`src/rtl/hazard_pkg.sv`:
```
// Shared encodings for the pipeline hazard controller: forwarding selects,
// multiply sequencer states and the hard-wired zero register.
package hazard_pkg;
  localparam logic [1:0] FWD_RF = 2'b00;
  localparam logic [1:0] FWD_W  = 2'b01;
  localparam logic [1:0] FWD_M  = 2'b10;

  localparam logic [4:0] REG_ZERO = 5'd0;

  typedef enum logic {
    IDLE = 1'b0,
    BUSY = 1'b1
  } mult_state_t;

  // A writer in a later stage satisfies a source read; $0 never matches.
  function automatic logic reg_hit(input logic we, input logic [4:0] wa,
                                   input logic [4:0] src);
    return we && (wa != REG_ZERO) && (wa == src);
  endfunction
endpackage

```
`src/rtl/mult_seq.sv`:
```
// Multi-cycle multu sequencer: holds E for MULT_CYCLES-1 cycles per multu and
// pulses mult_doneE in the final occupancy cycle.
module mult_seq
  import hazard_pkg::*;
#(
  parameter int MULT_CYCLES = 4,
  parameter int CNT_W       = 4
) (
  input  logic clk,
  input  logic rst,
  input  logic multu_startE,
  output logic mul_stall,
  output logic mult_busy,
  output logic mult_doneE
);
  localparam logic [CNT_W-1:0] CNT_LOAD = CNT_W'(MULT_CYCLES - 2);
  localparam logic [CNT_W-1:0] CNT_ONE  = CNT_W'(1);

  mult_state_t      r_state;
  logic [CNT_W-1:0] r_cnt;
  logic             r_busy;
  logic             r_done;

  // Done is registered one cycle ahead so it lines up with BUSY & cnt==0.
  always_ff @(posedge clk or posedge rst) begin
    if (rst) begin
      r_state <= IDLE;
      r_cnt   <= '0;
      r_busy  <= 1'b0;
      r_done  <= 1'b0;
    end else begin
      case (r_state)
        IDLE: begin
          if (multu_startE) begin
            r_state <= BUSY;
            r_cnt   <= CNT_LOAD;
            r_busy  <= 1'b1;
            r_done  <= (CNT_LOAD == '0);
          end else begin
            r_done  <= 1'b0;
          end
        end
        BUSY: begin
          if (r_cnt != '0) begin
            r_cnt  <= r_cnt - CNT_ONE;
            r_done <= (r_cnt == CNT_ONE);
          end else begin
            r_state <= IDLE;
            r_busy  <= 1'b0;
            r_done  <= 1'b0;
          end
        end
        default: begin
          r_state <= IDLE;
          r_busy  <= 1'b0;
          r_done  <= 1'b0;
        end
      endcase
    end
  end

  assign mul_stall  = ((r_state == IDLE) && multu_startE) ||
                      ((r_state == BUSY) && (r_cnt != '0));
  assign mult_busy  = r_busy;
  assign mult_doneE = r_done;
endmodule

```
`src/rtl/hazard_ctrl.sv`:
```
// Hazard/forwarding controller for the 5-stage MIPS pipeline.
// Define HAZARD_PERF_EN to add saturating stall/flush/multiply event counters.
module hazard_ctrl
  import hazard_pkg::*;
#(
  parameter int MULT_CYCLES = 4,
  parameter int CNT_W       = 4
) (
  input  logic       clk,
  input  logic       rst,
  input  logic [4:0] rsD,
  input  logic [4:0] rtD,
  input  logic [4:0] rsE,
  input  logic [4:0] rtE,
  input  logic [4:0] rf_waE,
  input  logic [4:0] rf_waM,
  input  logic [4:0] rf_waW,
  input  logic       we_regE,
  input  logic       we_regM,
  input  logic       we_regW,
  input  logic       dm2regE,
  input  logic       dm2regM,
  input  logic       branchD,
  input  logic       jr_selD,
  input  logic       pc_srcD,
  input  logic       multu_startE,
  output logic [1:0] fwd_aE,
  output logic [1:0] fwd_bE,
  output logic       fwd_aD,
  output logic       fwd_bD,
  output logic       stallF,
  output logic       stallD,
  output logic       stallE,
  output logic       flushD,
  output logic       flushE,
  output logic       flushM,
  output logic       mult_busy,
  output logic       mult_doneE
`ifdef HAZARD_PERF_EN
  ,
  output logic [31:0] perf_stall_cnt,
  output logic [31:0] perf_flush_cnt,
  output logic [31:0] perf_mult_cnt
`endif
);
  logic       w_mul_stall;
  logic [1:0] w_fwd_aE;
  logic [1:0] w_fwd_bE;
  logic       w_load_use;
  logic       w_ctrl_use;
  logic       w_use_rs;
  logic       w_use_rt;

  mult_seq #(
    .MULT_CYCLES(MULT_CYCLES),
    .CNT_W      (CNT_W)
  ) u_mult_seq (
    .clk         (clk),
    .rst         (rst),
    .multu_startE(multu_startE),
    .mul_stall   (w_mul_stall),
    .mult_busy   (mult_busy),
    .mult_doneE  (mult_doneE)
  );

  assign w_fwd_aE = reg_hit(we_regM, rf_waM, rsE) ? FWD_M :
                    reg_hit(we_regW, rf_waW, rsE) ? FWD_W : FWD_RF;
  assign w_fwd_bE = reg_hit(we_regM, rf_waM, rtE) ? FWD_M :
                    reg_hit(we_regW, rf_waW, rtE) ? FWD_W : FWD_RF;

  assign fwd_aE = rst ? FWD_RF : w_fwd_aE;
  assign fwd_bE = rst ? FWD_RF : w_fwd_bE;
  assign fwd_aD = !rst && reg_hit(we_regM, rf_waM, rsD);
  assign fwd_bD = !rst && reg_hit(we_regM, rf_waM, rtD);

  assign w_load_use = reg_hit(dm2regE, rf_waE, rsD) || reg_hit(dm2regE, rf_waE, rtD);

  // Branch compares rs and rt; jr only reads rs.
  assign w_use_rs   = branchD || jr_selD;
  assign w_use_rt   = branchD;
  assign w_ctrl_use =
    (w_use_rs && (reg_hit(we_regE, rf_waE, rsD) || reg_hit(dm2regM, rf_waM, rsD))) ||
    (w_use_rt && (reg_hit(we_regE, rf_waE, rtD) || reg_hit(dm2regM, rf_waM, rtD)));

  always_comb begin
    stallF = 1'b0;
    stallD = 1'b0;
    stallE = 1'b0;
    flushD = 1'b0;
    flushE = 1'b0;
    flushM = 1'b0;
    if (rst) begin
      stallF = 1'b0;
    end else if (w_mul_stall) begin
      stallF = 1'b1;
      stallD = 1'b1;
      stallE = 1'b1;
      flushM = 1'b1;
    end else if (w_load_use || w_ctrl_use) begin
      stallF = 1'b1;
      stallD = 1'b1;
      flushE = 1'b1;
    end else if (pc_srcD) begin
      flushD = 1'b1;
    end
  end

`ifdef HAZARD_PERF_EN
  logic [31:0] r_perf_stall;
  logic [31:0] r_perf_flush;
  logic [31:0] r_perf_mult;

  always_ff @(posedge clk or posedge rst) begin
    if (rst) begin
      r_perf_stall <= '0;
      r_perf_flush <= '0;
      r_perf_mult  <= '0;
    end else begin
      if (stallF && (r_perf_stall != '1))              r_perf_stall <= r_perf_stall + 32'd1;
      if ((flushD || flushE) && (r_perf_flush != '1))  r_perf_flush <= r_perf_flush + 32'd1;
      if (mult_doneE && (r_perf_mult != '1))           r_perf_mult  <= r_perf_mult + 32'd1;
    end
  end

  assign perf_stall_cnt = r_perf_stall;
  assign perf_flush_cnt = r_perf_flush;
  assign perf_mult_cnt  = r_perf_mult;
`endif
endmodule

```
`config.mk`:
```
export PLATFORM = sky130hd
export DESIGN_NAME = hazard_ctrl
export DESIGN_NICKNAME = d
export VERILOG_FILES = /design/src/rtl/hazard_pkg.sv /design/src/rtl/mult_seq.sv /design/src/rtl/hazard_ctrl.sv
export SDC_FILE = /design/constraint.sdc
export NUM_CORES = 1
export LEC_CHECK = 0
export CAP_MARGIN = 25
export CORE_ASPECT_RATIO = 0.5
export CORE_MARGIN = 4
export CORE_UTILIZATION = 42
export CTS_CLUSTER_SIZE = 30
export DETAILED_ROUTE_END_ITERATION = 6
export PLACE_DENSITY = 0.93
export SLEW_MARGIN = 20
export SYNTH_ARGS = -nofsm -noshare
export SYNTH_HDL_FRONTEND = slang
export SYNTH_HIERARCHICAL = 1
export SYNTH_SLANG_ARGS = --single-unit
```
`constraint.sdc`:
```
create_clock -name clk -period 6.7 [get_ports clk]
set_clock_uncertainty 0.2 [all_clocks]
set_input_delay 1.34 -clock clk [delete_from_list [all_inputs] [get_ports clk]]
set_output_delay 1.34 -clock clk [all_outputs]
set_load 0.1 [all_outputs]
```
; After elaboration in Yosys (flattened, before gate mapping)
; Cells that the tools add are included.
[op_classes]
n_addsub = 1
n_eq_ne = 12
n_mux = 28
bitwise = 1
reduce_logical = 37
[ops]
columns = op, count
row1 = 5-bit == test, 8
row2 = 1-bit logical AND, 23
row3 = 1-bit two-way mux, 18
row4 = 5-bit nonzero test, 3
row5 = 2-bit two-way mux, 4
row6 = 4-bit two-way mux, 2
row7 = 4-bit case mux with 2 select lines, 1
row8 = 1-bit logical OR, 7
row9 = 2-bit inequality test (second input constant), 3
row10 = 1-bit case mux with 2 select lines, 3
row11 = 4-bit by 1-bit == test with 1-bit output (second input constant), 1
row12 = 2-bit AND reduction, 2
row13 = 4-bit nonzero test, 1
row14 = 4-bit by 1-bit subtractor with 4-bit output (second input constant), 1
row15 = 1-bit zero test, 1
row16 = 1-bit inverter, 1
[totals]
regBits = 7
in_bits = 46
output_inout_bits = 14
word_cells = 83

; Longest topological paths before layout
; Gate-level depths: netlist of run 1.
[depth]
word_depth = 10
mapped_depth = 7
mapped_depth_nobuf = 6

; By module
; Netlist of run 1, hierarchy kept.
[by_module_without_submodules]
columns = module, instances, cells_per_inst, area_each_um2, seq_area_each_um2
row1 = hazard_ctrl, 1, 95, 715.7, 0.0
row2 = mult_seq, 1, 38, 374.1, 175.2

; Least setup slack after synthesis of run 1
; Ideal clock, no wire load.
[synth_path]
path_type = input -> output
start = input port rst
end = output port fwd_aE[0]
arrival_ns = 4.948
required_ns = 5.160
setup_slack_ns = 0.212
path_stages = 5
n_path_buf = 1
cell_sequence = buf_6 -> nor2b_1 -> o21ai_1 -> or4_1 -> nor4_1
[synth_via]
elab_chain_cells = 1
[synth_rtl]
columns = item, line_no
row1 = from (decl), hazard_ctrl.sv:10  ; input logic rst,
row2 = 2-bit two-way mux, hazard_ctrl.sv:71  ; assign fwd_aE = rst ? FWD_RF : w_fwd_aE;
row3 = to (decl), hazard_ctrl.sv:27  ; output logic [1:0] fwd_aE,
; No other way between the ends.

; Worst setup path in the final report of run 1
[layout_path]
start = input port rf_waM[4]
end = output port flushD
[layout_via]
elab_chain_cells = 10
elab_cells_between_ends = 15
classes_between = eq/ne (2) / mux (3) / reduce/logical (10)
[layout_rtl]
columns = item, line_no
row1 = from (decl), hazard_ctrl.sv:16  ; input logic [4:0] rf_waM,
row2 = 5-bit nonzero test, hazard_pkg.sv:18  ; return we && (wa != REG_ZERO) && (wa == src);
row3 = 1-bit logical AND (2 in series), hazard_pkg.sv:18
row4 = "1-bit logical OR, on equally long branches", "hazard_ctrl.sv:82, hazard_ctrl.sv:83"
row5 = "1-bit logical AND, on equally long branches", "hazard_ctrl.sv:82, hazard_ctrl.sv:83"
row6 = 1-bit logical OR *, hazard_ctrl.sv:82  ; (w_use_rs && (reg_hit(we_regE, rf_waE, rsD) || reg_hit(dm2regM, rf_waM, rsD))) ||
row7 = 1-bit logical OR *, hazard_ctrl.sv:99  ; end else if (w_load_use || w_ctrl_use) begin
row8 = 1-bit two-way mux *, hazard_ctrl.sv:99
row9 = 1-bit two-way mux *, hazard_ctrl.sv:94  ; end else if (w_mul_stall) begin
row10 = 1-bit two-way mux *, hazard_ctrl.sv:92  ; if (rst) begin
row11 = to (decl), hazard_ctrl.sv:34  ; output logic flushD,
; Mark *: on every way between the ends. The rest lies on a longest branch, timed or not.

==> impl_metrics.toml, run 1 <==
[final_layout]
layout-drive-gt1-share_pct = 7.49
fill_cells = 176
instances_no_fill = 222
syn_to_final_growth_pct = 54.2
finalInstanceArea_um2 = 1680
diodes = 0
nNetsFinal = 237

[critical_path]
reg2reg_depth = 5
cp-start-kind = "input pin"
r2r_start = "u_mult_seq/r_cnt[0]$_DFFE_PP0P_"
cp-endpoint = "flushD"
worstSetupEndpointType = "primary output"
cp.required_ps = 5160
timing.rr.end = "u_mult_seq/r_cnt[1]$_DFFE_PP0P_"
critPathLaunch = "rf_waM[4]"
reg2reg_setup_slack_ps = 4950
crit_arrival_ps = 3990
setup.worst_path.class = "input pin to primary output"
crit_fanout = 5

[synthesis]
synth_xor_xnor_area_share_pct = 34.7
synth_compound_area_share_pct = 9.76
yosys.area_share.simple_pct = 27.7
yosys-top-cells-area = "xor2_1 18%, dfrtp_1 16%, xnor2_1 14%, nor3_1 5.1%, nand3_1 4.1%"
synthMuxAreaShare_pct = 0
yosysUniqueCellTypes = 35
yosys.area.top_type = "xor2_1"
synth_seq_cells = 7
synth_most_common_cell = "xor2_1"
syn_avg_cell_area_um2 = 8.19
synth-seq-area-share_pct = 16.1
postSynthCellCount = 133
synth_top_family_by_area = "XOR/XNOR gates"
synth_edf_count = 0
synthArstFlopShare_pct = 100
synthDominantCellAreaShare_pct = 17.7
synth_commonest_cells = "22 x xor2_1, 18 x xnor2_1, 11 x nor3_1, 10 x nand2_1, 9 x nand3_1"
ys.flop_type = "dfrtp_1"
yosys_warnings = 6
synth_adder_area_share_pct = 3.44
syn_area_um2 = 1090
synth_fp_nets = 182

[grt]
grt_usage_pct = 19.0
grt_overflow = 0
antenna_found_initial = 0
grt_max_degree = 12
grt_pass1_wl_um = 5240
first_global_vias = 1155

[flow_run]
maxCapViolCount = 0

[clock_tree]
cts_buffers = 3
ctsHoldBuffers = 0
clock-sinks = 7
post_cts_resized = 0
htree_num_levels = 1
cts-root-buf = "clkbuf_8"
clk_pin_slew_ps = 40
tritoncts = "yes"
postCtsSetupBuffers = 0
cts_max_path_buffers = 2
insertion_delay_ps = 230

[place]
post-place-ws_ps = 1170
dpl_cell_area_um2 = 1640
dp.cells = 218
globalplace.congestion = 0.813
dpl.hpwl_um = 2860
port_buffers = 59

[power_and_ir_drop]
power.leakage_nw = 0.640
p_per_area_nw_per_um2 = 244
power_mw = 0.409
ir_drop_v = 0.000156

[die]
num_rows = 12
core_area_um2 = 2340
die_h_um = 44.0
die-area_um2 = 3520
start_util_pct = 46.5
ioPinCount = 60
die_w_um = 80.0

[timing]
setup_slack_ps = 1170
worst_pin_slew_ps = 993
hold_viol = 0
rsz0062_at_grt = "false"
maxSlewHeadroom_pct = 33.6
fmax_mhz = 181
drv_slew = 0
tns_ps = 0
setup_viol = 0
fin_crit_ps = 5530
period_share_pct = 82.5

[route]
wl_per_cell_um = 14.7
drt-initial-drc-count = 26
drt-pass1-iter-count = 6
routed_wl_um = 3270
vias_per_cell = 5.16
vias = 1146
postRouteAntennaNets = 0
drc_errors = 0

[run_status]
status = "complete, no violations"

[min_path]
hold_path_class = "register to register"
## kinds of logic (layout without fill, tap and decap cells)
kind of cell	after synthesis	after routing
DFF	7	7
AOI/OAI and AO/OA	14	14
adders and majority gates	3	3
buffers and inverters	13	67
xor gates and xnor gates	41	41
and+or+nand+nor	55	55
## through the flow
stage | hold WS [ps] | util (%)
3_3_place_gp | 318 | 69.8
2_1_floorplan | 305 | -
5_1_grt | 382 | 71.7
6_report | 337 | 71.7
3_5_place_dp | 336 | 69.8
4_1_cts | 343 | 71.7
## layout by cell type, fill, tap and decap left out
cell	instances
a21o_1	1
a21o_2	1
a21oi_1	2
a311oi_2	1
a41oi_1	1
and4_1	1
and4b_1	1
buf_4	5
clkbuf_1	1
clkbuf_8	3
clkdlybuf4s50_1	54
dfrtp_1	7
ha_1	3
inv_1	4
nand2_1	10
nand2b_1	2
nand3_1	9
nand3b_1	1
nand4b_1	1
nor2_1	7
nor2b_1	2
nor3_1	11
nor3_2	1
nor3b_1	1
nor3b_2	1
nor4_1	4
o211ai_1	1
o21ai_0	3
o21ai_1	1
o22a_1	1
o22a_2	1
o32a_1	1
or4_1	3
xnor2_1	18
xnor2_4	1
xor2_1	22
## report_power, final
part | total [mW] | internal (mW) | switching [mW]
registers | 0.0830 | 0.0614 | 0.0216
logic | 0.266 | 0.0980 | 0.168
clock network | 0.0606 | 0.0413 | 0.0193
## worst min-delay path by stage
stage,depth (start not counted),start,endpoint
3_5_place_dp,2,u_mult_seq/mult_busy$_DFFE_PP0P_,u_mult_seq/mult_busy$_DFFE_PP0P_
5_1_grt,1,u_mult_seq/r_cnt[1]$_DFFE_PP0P_,u_mult_seq/r_cnt[1]$_DFFE_PP0P_
4_1_cts,2,u_mult_seq/mult_busy$_DFFE_PP0P_,u_mult_seq/mult_busy$_DFFE_PP0P_
6_report,2,u_mult_seq/mult_busy$_DFFE_PP0P_,u_mult_seq/mult_busy$_DFFE_PP0P_
2_1_floorplan,1,u_mult_seq/r_cnt[1]$_DFFE_PP0P_,u_mult_seq/r_cnt[1]$_DFFE_PP0P_
3_3_place_gp,1,u_mult_seq/r_cnt[1]$_DFFE_PP0P_,u_mult_seq/r_cnt[1]$_DFFE_PP0P_
## flip-flops by register name (all words and copies together), names as in the netlist
signal	count
u_mult_seq/mult_doneE	1
u_mult_seq/r_cnt	4
u_mult_seq/mult_busy	1
u_mult_seq/r_state	1
## worst max-delay path, stage by stage
cell             delay (ps)
clkdlybuf4s50_1         700
xor2_1                  180
nor3_1                   80
nand3_1                 130
o32a_1                  210
and4_1                  200
clkdlybuf4s50_1        1130
## per-layer routing
metal | up-vias | share of wire [%] | global-route usage (%)
li1 | 569 | - | -
met1 | 532 | 42 | 21.0
met2 | 33 | 51 | 35.7
met3 | 12 | 4.2 | 3.46
met4 | 0 | 2.7 | 9.43
met5 | - | 0 | 0
## cell type report
class                           count  area [µm²]  area share, %
Clock buffer                        4        45.0           2.68
Inverter                            4        15.0          0.894
Multi-Input combinational cell    113         823           49.0
Sequential cell                     7         175           10.4
Tap cell                           35        43.8           2.61
Timing Repair Buffer               59         578           34.4
No activity file was read; power rests on OpenSTA's default activity.
==> run 2, diff against run 1 <==
- CORE_UTILIZATION: 42 -> 35
- PLACE_DENSITY: 0.93 -> 0.84
- clock period: 6.7 -> 4.51 ns (I/O delays scaled with it)
==> impl_metrics.toml, run 2 (synthesized netlist as in run 1, its figures left out) <==
[clock_tree]
tritoncts = "yes"
postCtsSetupBuffers = 0
clock-sinks = 7
htree_num_levels = 1
cts_max_path_buffers = 2
clk_pin_slew_ps = 40
insertion_delay_ps = 220
post_cts_resized = 0
cts-root-buf = "clkbuf_8"
ctsHoldBuffers = 0
cts_buffers = 3

[critical_path]
cp-start-kind = "input pin"
crit_arrival_ps = 2930
crit_fanout = 5
setup.worst_path.class = "input pin to primary output"
cp.required_ps = 3410
worstSetupEndpointType = "primary output"

[place]
dpl_cell_area_um2 = 1760
post-place-ws_ps = 468
dp.cells = 221
dpl.hpwl_um = 2880
globalplace.congestion = 0.801
port_buffers = 59

[final_layout]
diodes = 0
final_common_cell = "clkdlybuf4s50_1"
final_util_pct = 64.9
layout-drive-gt1-share_pct = 13.3
final_cell_mix = "47 x clkdlybuf4s50_1, 22 x xor2_1, 18 x xnor2_1, 11 x nor3_1, 10 x nand2_1"
finalInstanceArea_um2 = 1810
syn_to_final_growth_pct = 65.7
instances_no_fill = 225
largest_register_ffs = 4
nNetsFinal = 238
regMostFlops = "u_mult_seq/r_cnt"

[die]
ioPinCount = 60
num_rows = 13
die_h_um = 47.5
die-area_um2 = 4120
start_util_pct = 39.2
die_w_um = 86.9
core_area_um2 = 2780

[grt]
grt_max_degree = 12
antenna_found_initial = 0
grt_usage_pct = 16.2
grt_overflow = 0
first_global_vias = 1136
grt_pass1_wl_um = 5160

[route]
postRouteAntennaNets = 0
vias_per_cell = 4.91
drt-pass1-iter-count = 4
wl_per_cell_um = 14.5
drc_errors = 0
drt-initial-drc-count = 12
routed_wl_um = 3260
vias = 1105

[timing]
setup_slack_ps = 481
period_share_pct = 89.3
drv_slew = 0
fin_crit_ps = 4030
worst_pin_slew_ps = 968
hold_viol = 0
maxSlewHeadroom_pct = 35.3
hold_slack_ps = 342
fmax_mhz = 248
setup_viol = 0
rsz0062_at_grt = "false"

[run_status]
status = "complete, no violations"

[min_path]
hold_path_class = "register to register"

[power_and_ir_drop]
ir_drop_v = 0.000213
power.leakage_nw = 0.686
p_per_area_nw_per_um2 = 347

[flow_run]
maxCapViolCount = 0
## run 2: cell count changes in the layout (fill, tap and decap cells not counted), sizes merged
cell / delta
clkdlybuf4s50: -7
buf: +8
## run 2: layer usage
metal	track usage [%]	vias up	wire length, µm
met5	0	-	0
met4	6.52	0	39
met3	1.72	4	85
met2	30.5	20	1680
met1	19.9	515	1460
li1	-	566	-
## run 2: path summary, 6_finish.rpt
| path | end | cells past startpoint | from | slack (ps) |
|---|---|---|---|---|
| setup / recovery | stallD | 7 | rf_waM[2] | 480 |
| hold / removal | u_mult_seq/r_cnt[1]$_DFFE_PP0P_ | 1 | u_mult_seq/r_cnt[1]$_DFFE_PP0P_ | 340 |
| setup reg to reg | u_mult_seq/r_cnt[1]$_DFFE_PP0P_ | 5 | u_mult_seq/r_cnt[0]$_DFFE_PP0P_ | 2730 |
| hold reg to reg | u_mult_seq/r_cnt[1]$_DFFE_PP0P_ | 1 | u_mult_seq/r_cnt[1]$_DFFE_PP0P_ | 340 |
| max in group asynchronous | u_mult_seq/mult_doneE$_DFF_PP0_ | 3 | rst | 2970 |
| min in group asynchronous | u_mult_seq/r_state$_DFF_PP0_ | 3 | rst | 930 |
## run 2: per-stage QoR
step	total power [mW]	TNS [ps]
after floorplan	0.418	-1810
after global placement	0.530	0
after detailed placement	0.542	0
after CTS	0.632	0
after global routing	0.668	0
final	0.626	0
## run 2: worst max-delay path, stage by stage
cell and delay, ps:
clkdlybuf4s50_1 520, xor2_1 220, nor3_2 180, nand3_1 130, o32a_1 420, a41oi_2 330
buf_12 220
## run 2: cell type report
class	count	area [µm²]
Clock buffer	4	45.0
Fill cell	238	976
Inverter	4	15.0
Multi-Input combinational cell	113	843
Sequential cell	7	175
Tap cell	37	46.3
Timing Repair Buffer	60	681
## run 2: power breakdown
part           total, mW  internal, mW  switching, mW  leakage, nW
logic              0.416         0.161          0.255        0.578
registers          0.124        0.0913         0.0329       0.0853
clock network     0.0865        0.0610         0.0255       0.0228
